**src/rtl/pixel_renderer.sv**
```systemverilog
// Three-stage pipelined procedural colour generator: shaded disc centred on the
// frame, drawn over a sky gradient and a checkerboard floor.
module pixel_renderer #(
   parameter int WIDTH   = 320,
   parameter int HEIGHT  = 180,
   parameter int RADIUS  = 60,
   parameter int COORD_W = 33
) (
   input  logic               clk_pixel_in,
   input  logic               rst_in,
   input  logic [COORD_W-1:0] hcount_in,
   input  logic [COORD_W-1:0] vcount_in,
   output logic [7:0]         red_out,
   output logic [7:0]         green_out,
   output logic [7:0]         blue_out
);

   localparam logic [COORD_W-1:0] WIDTH_C  = COORD_W'(WIDTH);
   localparam logic [COORD_W-1:0] HEIGHT_C = COORD_W'(HEIGHT);
   localparam logic signed [11:0] HALF_W   = 12'(WIDTH / 2);
   localparam logic signed [11:0] HALF_H   = 12'(HEIGHT / 2);
   localparam logic [10:0]        FLOOR_Y  = 11'((3 * HEIGHT) / 4);
   localparam logic [23:0]        R2       = 24'(RADIUS * RADIUS);

   // 255 - min(255, v)
   function automatic logic [7:0] fade(input logic [23:0] v);
      logic [7:0] res;
      if (v > 24'd255) begin
         res = 8'd0;
      end else begin
         res = 8'd255 - v[7:0];
      end
      return res;
   endfunction

   logic        active_s;
   logic [10:0] x1_r, y1_r;
   logic        active1_r;

   logic signed [11:0] dx_s, dy_s;
   logic signed [23:0] dx_ext_s, dy_ext_s;
   logic [23:0]        d2_s;
   logic [23:0]        d2_r;
   logic [10:0]        y2_r;
   logic               chk2_r;
   logic               active2_r;

   logic [7:0] red_s, green_s, blue_s;

   // Full-width compare so coordinates >= 2^11 can never alias into the frame.
   assign active_s = (hcount_in < WIDTH_C) && (vcount_in < HEIGHT_C);

   // Stage 1: capture coordinates and active flag
   always_ff @(posedge clk_pixel_in or negedge rst_in) begin
      if (!rst_in) begin
         x1_r      <= 11'd0;
         y1_r      <= 11'd0;
         active1_r <= 1'b0;
      end else begin
         x1_r      <= hcount_in[10:0];
         y1_r      <= vcount_in[10:0];
         active1_r <= active_s;
      end
   end

   assign dx_s     = $signed({1'b0, x1_r}) - HALF_W;
   assign dy_s     = $signed({1'b0, y1_r}) - HALF_H;
   assign dx_ext_s = $signed({{12{dx_s[11]}}, dx_s});
   assign dy_ext_s = $signed({{12{dy_s[11]}}, dy_s});
   assign d2_s     = $unsigned(dx_ext_s * dx_ext_s) + $unsigned(dy_ext_s * dy_ext_s);

   // Stage 2: squared distance, floor parity and pass-through of y / active
   always_ff @(posedge clk_pixel_in or negedge rst_in) begin
      if (!rst_in) begin
         d2_r      <= 24'd0;
         y2_r      <= 11'd0;
         chk2_r    <= 1'b0;
         active2_r <= 1'b0;
      end else begin
         d2_r      <= d2_s;
         y2_r      <= y1_r;
         chk2_r    <= x1_r[4] ^ y1_r[4];
         active2_r <= active1_r;
      end
   end

   // Colour selection: inactive, then disc, then floor, then sky
   always_comb begin
      red_s   = 8'd0;
      green_s = 8'd0;
      blue_s  = 8'd0;
      if (!active2_r) begin
         red_s   = 8'd0;
         green_s = 8'd0;
         blue_s  = 8'd0;
      end else if (d2_r < R2) begin
         red_s   = 8'd255;
         green_s = fade({4'd0, d2_r[23:4]});
         blue_s  = fade({4'd0, d2_r[23:4]});
      end else if (y2_r >= FLOOR_Y) begin
         red_s   = chk2_r ? 8'd128 : 8'd64;
         green_s = chk2_r ? 8'd128 : 8'd64;
         blue_s  = chk2_r ? 8'd128 : 8'd64;
      end else begin
         red_s   = 8'd0;
         green_s = 8'd0;
         blue_s  = fade({13'd0, y2_r});
      end
   end

   // Stage 3: output registers
   always_ff @(posedge clk_pixel_in or negedge rst_in) begin
      if (!rst_in) begin
         red_out   <= 8'd0;
         green_out <= 8'd0;
         blue_out  <= 8'd0;
      end else begin
         red_out   <= red_s;
         green_out <= green_s;
         blue_out  <= blue_s;
      end
   end

endmodule

```
**config.mk**
```make
export PLATFORM = sky130hd
export DESIGN_NAME = pixel_renderer
export DESIGN_NICKNAME = d
export VERILOG_FILES = /design/src/rtl/pixel_renderer.sv
export SDC_FILE = /design/constraint.sdc
export NUM_CORES = 1
export LEC_CHECK = 0
export BUFFER_PORTS_ARGS = -buffer_cell sky130_fd_sc_hd__buf_2
export CORE_MARGIN = 2
export CORE_UTILIZATION = 57
export CTS_CLUSTER_DIAMETER = 150
export DETAILED_ROUTE_END_ITERATION = 7
export PLACE_DENSITY = 0.76
export SYNTH_ARGS = -nofsm -noshare
export SYNTH_HDL_FRONTEND = slang
export SYNTH_SLANG_ARGS = --single-unit
export TNS_END_PERCENT = 50
```
**constraint.sdc**
```tcl
create_clock -name clk_pixel_in -period 6.9 [get_ports clk_pixel_in]
set_input_delay 1.035 -clock clk_pixel_in [delete_from_list [all_inputs] [get_ports clk_pixel_in]]
set_output_delay 1.035 -clock clk_pixel_in [all_outputs]
set_load 0.01 [all_outputs]
```
; Yosys cells after proc, flatten, opt, wreduce, memory -nomap -nowiden
; Index checks and enable logic that the tools add are counted.
[totals]
n_memories = 0
in_bits = 68
latchBits = 0
reg_bits = 84
elab_cells = 36
output_inout_bits = 24
romBits = 0
ram_bits = 0
[classes]
shift = 0
reduce_logical = 1
multipliers = 2
div = 0
bitwise_logic = 1
order_cmp = 6
n_mux = 11
n_addsub = 5
eq_ne = 0
[ops]
columns = operator, n
row1 = $mux W8, 11
row2 = $mul A12 B12 Y24, 2
row3 = $lt A33 B8 Y1 const B, 1
row4 = $lt A33 B9 Y1 const B, 1
row5 = $add A24 B24 Y24, 1
row6 = $lt A24 B12 Y1 const B, 1
row7 = $gt A20 B8 Y1 const B, 1
row8 = $sub A8 B8 Y8 const A, 2
row9 = $sub A11 B7 Y12 const B, 1
row10 = $sub A11 B8 Y12 const B, 1
row11 = $ge A11 B8 Y1 const B, 1
row12 = $gt A11 B8 Y1 const B, 1
row13 = $logic_and A1 B1 Y1, 1
row14 = $xor A1 B1 Y1, 1

; Logic depth before layout (Yosys ltp)
; Gate-level depths: netlist of the first run.
[depth]
ltp_word = 5
mapped_depth = 29

; Least setup slack after synthesis of the first run
; Ideal clock, no wire load.
[synth_path]
kind = reg-to-reg
start = register y1_r[1]
end = register d2_r[19]
path_stages_with_launch = 25
setup_time_ps = 80
required_time_ps = 6820
arrival_ps = 7241
path_buffers = 1
slack_ps = -421
cell_sequence = dfrtp_1 -> clkbuf_1 -> inv_1 -> ha_1 -> and3b_1 -> o21ai_2 -> and2_1 -> clkinv_1 -> nor2_1 -> fa_1 -> inv_1 -> fa_1 -> inv_1 -> fa_1 -> fa_1 -> fa_1 -> fa_1 -> inv_1 -> fa_1 -> inv_1 -> ha_1 -> or3_1 -> o32a_2 -> a31oi_1 -> xnor2_1
[synth_between]
elab_chain_cells = 3
[synth_rtl]
columns = item, line
row1 = start: declaration, 37  ; logic [10:0] x1_r, y1_r;
row2 = start signal: assignment, 61  ; y1_r <= vcount_in[10:0];
row3 = $sub A11 B7 Y12, 67  ; assign dy_s = $signed({1'b0, y1_r}) - HALF_H;
row4 = $mul A12 B12 Y24, 70  ; assign d2_s = $unsigned(dx_ext_s * dx_ext_s) + $unsigned(dy_ext_s * dy_ext_s);
row5 = $add A24 B24 Y24, 70
row6 = named net d2_s[19], 42  ; logic [23:0] d2_s;
row7 = end signal: assignment, 80  ; d2_r <= d2_s;
row8 = end: declaration, 43  ; logic [23:0] d2_r;
; The timed path passes the listed nets, and every way through them passes these cells.

; Worst setup path after layout of the first run
[layout_path]
start = register y1_r[1]
end = register d2_r[18]
; The elaborated chain is that of the path after synthesis.

==> flow_summary_export.csv, run 1 <==
group,metric,value,unit
floorplan,row_count,54,
synth,synth.yosys.seq_area_share,15.1,%
worst_setup_path,r2r-start,"y1_r[1]",
worst_setup_path,worst_setup_path_start_kind,"register",
final_layout,area_growth_syn_to_layout,21.4,%
detailed_routing,drt_drc_violations_left,0,
detailed_routing,ant_nets,0,
place,cell_total_after_placement,1684,
final_layout,n_fill_cell,1479,
hold_path,hold_path_end,"active2_r",
detailed_routing,num_vias,9112,
grt,grt_start_max_net_pins,76,
cts,clk_path_buf_depth,2,
floorplan,die_w,152,um
timing,timing.final.crit_share,104,%
synth,synth.ff_latch_count,75,
hold_path,hold-path-cell-count,0,
timing,worst_slack,-270,ps
place,routabilityCongestion,0.930,
timing,max_slew_margin,37.2,%
final_layout,nNetsFinal,1888,
detailed_routing,drt_pass1_iterations,5,
floorplan,chipHeight,152,um
synth,synth_enable_flop_cells,0,
run,drv_cap,0,
worst_setup_path,path_type_of_the_worst_setup_path,"reg -> reg",
floorplan,starting_density_of_the_core,57.4,%
detailed_routing,routed_wire_length_per_instance,17.8,um
synth,synth-main-ff-cell,"sky130_fd_sc_hd__dfrtp_1",
synth,post_synthesis_mean_instance_area,10.2,um^2
place,dp_worst_setup_slack,-305,ps
timing,finClkSkew,8.72,ps
timing,slew_viol_final,0,
floorplan,core_region_area,0.0216,mm^2
grt,grt_pass1_wl,49.3,mm
final_layout,commonest_cells_after_routing_fill_and_taps_aside,"sky130_fd_sc_hd__inv_1, sky130_fd_sc_hd__fa_1, sky130_fd_sc_hd__buf_4",
worst_setup_path,worstPathArrival,7420,ps
synth,synthDistinctLibCells,65,
final_layout,most_common_cell_after_layout_fill_and_taps_aside,"sky130_fd_sc_hd__inv_1",
grt,grt_remaining_overflow,0,
worst_setup_path,required,7150,ps
detailed_routing,dr.first_iter.drc_count,436,
hold_path,worstHoldStart,"active1_r",
floorplan,dieArea,0.0230,mm^2
cts,clockRootBuffer,"sky130_fd_sc_hd__clkbuf_16",
final_layout,final_layout_size_suffix_gt1_share,25.5,%
cts,worstSkewPairLatency,340,ps
detailed_routing,post_dr_vias_cell,5.27,
grt,grt_pass1_vias,10340,
synth,synth_async_sr_flop_share,100,%
worst_setup_path,r2r_setup_slack,-270,ps
cts,hold_buffers,0,
cts,cts_max_level,3,
place,detailed_place_hpwl,24.3,mm
cts,tritoncts.num_buffers,9,
timing,finalSetupViolCount,9,
timing,unrepaired_setup_endpoints_after_global_routing,"true",
grt,initial_antenna_violation_count,0,
timing,max_freq,0.139,GHz
synth,mappedNetlistNets,1659,
worst_setup_path,maximum_fanout_along_the_worst_path,4,
timing,number_of_failing_hold_endpoints_at_the_final_stage,0,
cts,path_clk_slew,60,ps
synth,postSynthCellCount,1215,
cts,tritoncts_clock_tree,"done",
status,run_status,"complete, but fails checks",
synth,yosys_warnings,0,
grt,gr-usage-all-layers,28.5,%
floorplan,design.portCount,92,
worst_setup_path,setup.worst_path.end_class,"register",
worst_setup_path,worstRegToRegCells,23,
hold_path,min_path_type,"reg -> reg",
final_layout,num_antenna_cells,0,
detailed_routing,detailed_route_wl,30.8,mm
place,port_buffers,91,
final_layout,final_cell_count_no_fill,1728,
timing,worst_slew_pin_slew,942,ps
timing,finalWorstPathRequiredPeriod,7170,ps
worst_setup_path,rr_endpoint,"d2_r[18]",
synth,synth.cell_area,0.0124,mm^2
cts,clock_sinks,75,
status,violations,"setup timing",
==> cell type report <==
| cell class | instances | area [um^2] | share of cell area, % |
|---|---|---|---|
| clock buffers | 9 | 225 | 1.49 |
| clock inverters | 6 | 90.1 | 0.598 |
| inverters | 375 | 1420 | 9.42 |
| multi-input cells | 747 | 9530 | 63.2 |
| flip-flops and latches | 75 | 1880 | 12.5 |
| well taps | 280 | 350 | 2.32 |
| repair buffers | 236 | 1580 | 10.5 |
==> critical path: stages (launching register included) <==
cell	delay [ps]
sky130_fd_sc_hd__dfrtp_1	420
sky130_fd_sc_hd__or2_4	290
sky130_fd_sc_hd__a31oi_4	210
sky130_fd_sc_hd__xnor2_1	240
sky130_fd_sc_hd__inv_1	230
sky130_fd_sc_hd__fa_1	610
sky130_fd_sc_hd__inv_1	70
sky130_fd_sc_hd__fa_1	590
sky130_fd_sc_hd__inv_2	60
sky130_fd_sc_hd__fa_1	540
sky130_fd_sc_hd__inv_1	50
sky130_fd_sc_hd__fa_1	460
sky130_fd_sc_hd__fa_1	510
sky130_fd_sc_hd__fa_1	620
sky130_fd_sc_hd__inv_2	60
sky130_fd_sc_hd__fa_1	540
sky130_fd_sc_hd__inv_2	50
sky130_fd_sc_hd__ha_4	280
sky130_fd_sc_hd__and4_4	220
sky130_fd_sc_hd__a21boi_4	240
sky130_fd_sc_hd__o211ai_1	140
sky130_fd_sc_hd__buf_4	170
sky130_fd_sc_hd__a2111o_1	370
sky130_fd_sc_hd__o311ai_2	80
==> timing repair <==
item | CTS | global route
setup endpoints to repair | 9 | 13
gates resized for setup | 71 | 41
setup buffers | 14 | 15
pin swaps | 59 | 43
==> sequential cells by signal (all words and copies together), names as in the netlist <==
register,cells
d2_r,20
x1_r,11
y1_r,11
y2_r,11
blue_out,8
green_out,8
red_out,3
active1_r,1
active2_r,1
chk2_r,1
==> cells by family after synthesis <==
| family | Yosys count | synth area share (%) |
|---|---|---|
| fa+ha+maj | 376 | 54.7 |
| buf+inv | 393 | 12.1 |
| compound gates | 81 | 4.79 |
| simple gates | 234 | 9.17 |
| mux | 2 | 0.171 |
| flops | 75 | 15.1 |
| other cells | 1 | 0.0302 |
| xor+xnor | 53 | 3.92 |
==> how the worst max path moves through the flow <==
stage	cells past startpoint	startpoint	to	slack [ps]
finish	23	y1_r[1]	d2_r[18]	-270
global route	26	y1_r[2]	d2_r[22]	-530
CTS	26	y1_r[2]	d2_r[22]	-30
detailed placement	24	y1_r[1]	d2_r[22]	-300
global placement	24	y1_r[1]	d2_r[22]	-100
floorplan	26	y1_r[1]	d2_r[22]	5
==> synthesized netlist by cell type, types with 7 or more instances <==
master | count | area (um^2)
sky130_fd_sc_hd__dfrtp_1 | 75 | 1880
sky130_fd_sc_hd__and2_1 | 25 | 156
sky130_fd_sc_hd__nor2b_1 | 13 | 81.3
sky130_fd_sc_hd__a21oi_1 | 15 | 75.1
sky130_fd_sc_hd__nor4_1 | 15 | 93.8
sky130_fd_sc_hd__fa_1 | 279 | 5590
sky130_fd_sc_hd__inv_1 | 371 | 1390
sky130_fd_sc_hd__clkbuf_1 | 11 | 41.3
sky130_fd_sc_hd__xnor2_1 | 35 | 307
sky130_fd_sc_hd__nor3_1 | 7 | 35.0
sky130_fd_sc_hd__o21ai_0 | 12 | 60.1
sky130_fd_sc_hd__nand2b_1 | 9 | 56.3
sky130_fd_sc_hd__ha_1 | 97 | 1210
sky130_fd_sc_hd__a21o_1 | 11 | 82.6
sky130_fd_sc_hd__nand2_1 | 71 | 267
sky130_fd_sc_hd__xor2_1 | 15 | 131
sky130_fd_sc_hd__nor2_1 | 66 | 248
==> through the flow <==
stage | instance area (um^2) | TNS (ps) | util [%] | hold WS, ps
2_1_floorplan | 12500 | 0 | - | 331
3_3_place_gp | 14100 | -483 | 65.1 | 333
3_5_place_dp | 14100 | -1590 | 65.1 | 335
4_1_cts | 14800 | -80.3 | 68.6 | 348
5_1_grt | 15100 | -3810 | 69.7 | 369
6_report | 15100 | -1510 | 69.7 | 362
==> per-layer routing <==
| layer | global-route usage, % | routed length, um | part of all wire (%) | vias up |
|---|---|---|---|---|
| met5 | 0 | 0 | 0 | - |
| met4 | 15.9 | 2020 | 6.6 | 0 |
| met3 | 3.20 | 1490 | 4.8 | 126 |
| met2 | 52.6 | 16700 | 54 | 346 |
| met1 | 32.2 | 10600 | 34 | 4634 |
| li1 | - | - | - | 4006 |
Power of run 1 is left out: the tool's default activity adds up to more than one toggle a clock period on the data nets, which glitch-free logic cannot reach.
==> run 2, diff against run 1 <==
--- a/config.mk
+++ b/config.mk
@@ -11,6 +11,7 @@
 export CTS_CLUSTER_DIAMETER = 150
 export DETAILED_ROUTE_END_ITERATION = 7
 export PLACE_DENSITY = 0.76
+export SKIP_LAST_GASP = 1
 export SYNTH_ARGS = -nofsm -noshare
 export SYNTH_HDL_FRONTEND = slang
 export SYNTH_SLANG_ARGS = --single-unit
==> run 2 against run 1 <==
Compared with the run above:
- the run still ends with setup timing left
- register-to-register slack worse by 30 ps
- via count fell by 0.40%
- worst setup slack lost 25 ps
- worst hold slack better by 1.5 ps
- flip-flop and latch count did not move
- utilization down 0.15 points
- global-route usage unchanged
- cell count stayed put
- critical path type unchanged
- highest routed layer unchanged
==> flow_summary_export.csv, run 2 (same netlist as run 1, synthesis figures left out) <==
group,metric,value,unit
grt,grt_pass1_vias,10340,
timing,slew_viol_final,0,
floorplan,core_region_area,0.0216,mm^2
detailed_routing,dr.first_iter.drc_count,487,
floorplan,dieArea,0.0230,mm^2
cts,clock_sinks,75,
grt,grt_pass1_wl,49.3,mm
hold_path,min_path_type,"reg -> reg",
worst_setup_path,critical_path.startpoint,"y1_r[2]",
floorplan,row_count,54,
detailed_routing,route.top_layer_used,"met4",
status,violations,"setup timing",
final_layout,commonest_cells_after_routing_fill_and_taps_aside,"sky130_fd_sc_hd__inv_1, sky130_fd_sc_hd__fa_1, sky130_fd_sc_hd__buf_4",
worst_setup_path,maximum_fanout_along_the_worst_path,5,
place,port_buffers,91,
cts,cts_max_level,3,
final_layout,nNetsFinal,1888,
final_layout,largest-register,"d2_r",
detailed_routing,drt_pass1_iterations,5,
timing,finalSetupViolCount,11,
grt,initial_antenna_violation_count,0,
worst_setup_path,rr_endpoint,"d2_r[18]",
run,drv_cap,0,
worst_setup_path,required,7150,ps
worst_setup_path,setup.worst_path.end_class,"register",
status,run_status,"complete, but fails checks",
final_layout,num_antenna_cells,0,
cts,clockRootBuffer,"sky130_fd_sc_hd__clkbuf_16",
cts,worstSkewPairLatency,350,ps
worst_setup_path,worst_setup_path_end,"d2_r[18]",
timing,max_freq,0.139,GHz
detailed_routing,detailed_route_wl,30.7,mm
timing,max_slew_margin,37.3,%
cts,clk_path_buf_depth,2,
place,detailed_place_hpwl,24.3,mm
timing,number_of_failing_hold_endpoints_at_the_final_stage,0,
timing,finClkSkew,7.96,ps
final_layout,final_layout_size_suffix_gt1_share,25.2,%
place,cell_area_after_placement,0.0141,mm^2
worst_setup_path,worstRegToRegCells,27,
floorplan,die_w,152,um
timing,unrepaired_setup_endpoints_after_global_routing,"true",
detailed_routing,post_dr_vias_cell,5.25,
detailed_routing,wl_met1,10.7,mm
place,routabilityCongestion,0.930,
cts,hold_buffers,0,
detailed_routing,route.met2.wl,16.6,mm
final_layout,area_growth_syn_to_layout,21.1,%
cts,tritoncts_clock_tree,"done",
floorplan,design.portCount,92,
floorplan,starting_density_of_the_core,57.4,%
floorplan,chipHeight,152,um
detailed_routing,wl_met3,1.48,mm
detailed_routing,num_vias,9076,
final_layout,n_fill_cell,1488,
timing,worst_slew_pin_slew,940,ps
final_layout,most_common_cell_after_layout_fill_and_taps_aside,"sky130_fd_sc_hd__inv_1",
worst_setup_path,path_type_of_the_worst_setup_path,"reg -> reg",
final_layout,fin_area,0.0150,mm^2
detailed_routing,drt_drc_violations_left,0,
detailed_routing,ant_nets,0,
timing,timing.final.crit_share,104,%
worst_setup_path,r2r-start,"y1_r[2]",
worst_setup_path,worstPathArrival,7440,ps
cts,tritoncts.num_buffers,9,
worst_setup_path,worst_setup_path_start_kind,"register",
timing,finalWorstPathRequiredPeriod,7200,ps
timing,worst_slack,-296,ps
grt,grt_remaining_overflow,0,
worst_setup_path,r2r_setup_slack,-300,ps
grt,grt_start_max_net_pins,76,
detailed_routing,routed_wire_length_per_instance,17.8,um
cts,path_clk_slew,60,ps
final_layout,largest_register_ffs,20,
grt,gr-usage-all-layers,28.5,%
==> run 2: worst min path at each step <==
stage	depth (start not counted)	startpoint	to	slack (ps)
CTS	0	active1_r	active2_r	350
finish	0	active1_r	active2_r	360
floorplan	0	active1_r	active2_r	330
global placement	0	active1_r	active2_r	330
detailed placement	0	active1_r	active2_r	330
global route	0	active1_r	active2_r	380
==> run 2: what timing repair did <==
action | 4_1_cts | 5_1_grt
resized for setup | 71 | 33
setup buffers | 14 | 15
endpoints found under the hold margin | 0 | 0
setup endpoints to repair | 9 | 13
pin swaps | 59 | 42
==> run 2: per-layer routing <==
| layer | GRT usage (%) | vias to the layer above |
|---|---|---|
| met3 | 3.20 | 125 |
| li1 | - | 4008 |
| met2 | 52.6 | 303 |
| met4 | 15.9 | 0 |
| met5 | 0 | - |
| met1 | 32.2 | 4640 |
==> run 2: area by class of cell <==
class	instances	area, um^2	area share (%)
Timing Repair Buffer	236	1580	10.5
Inverter	375	1420	9.44
Clock buffer	9	225	1.50
Sequential cell	75	1880	12.5
Clock inverter	6	90.1	0.599
Multi-Input combinational cell	747	9500	63.1
Tap cell	280	350	2.33
==> run 2: worst max-delay path: stages, from the launching register on <==
cell and delay [ps]:
sky130_fd_sc_hd__dfrtp_1 410, sky130_fd_sc_hd__inv_2 100, sky130_fd_sc_hd__ha_4 140, sky130_fd_sc_hd__and3b_2 230, sky130_fd_sc_hd__o21ai_4 240, sky130_fd_sc_hd__xnor2_2 160
sky130_fd_sc_hd__inv_2 80, sky130_fd_sc_hd__buf_4 150, sky130_fd_sc_hd__buf_12 120, sky130_fd_sc_hd__nand2_1 130, sky130_fd_sc_hd__fa_2 500, sky130_fd_sc_hd__fa_2 560
sky130_fd_sc_hd__inv_2 50, sky130_fd_sc_hd__fa_2 570, sky130_fd_sc_hd__fa_1 430, sky130_fd_sc_hd__fa_1 480, sky130_fd_sc_hd__fa_1 590, sky130_fd_sc_hd__inv_2 50
sky130_fd_sc_hd__fa_1 520, sky130_fd_sc_hd__inv_2 50, sky130_fd_sc_hd__ha_4 250, sky130_fd_sc_hd__buf_4 100, sky130_fd_sc_hd__and4_4 210, sky130_fd_sc_hd__a21boi_4 240
sky130_fd_sc_hd__o211ai_1 140, sky130_fd_sc_hd__buf_4 170, sky130_fd_sc_hd__a2111o_1 370, sky130_fd_sc_hd__o311ai_2 80
==> run 2: through the flow <==
| step | instances | worst slack (ps) | TNS, ps | utilization (%) | hold WS [ps] |
|---|---|---|---|---|---|
| floorplan | 1215 | 5.10 | 0 | - | 331 |
| global placement | 1684 | -102 | -483 | 65.1 | 333 |
| detailed placement | 1684 | -305 | -1590 | 65.1 | 335 |
| CTS | 1713 | -31.7 | -80.3 | 68.6 | 348 |
| global route | 1728 | -537 | -4150 | 69.6 | 379 |
| finish | 1728 | -296 | -1940 | 69.6 | 364 |
Power of run 2 is left out for the same reason.
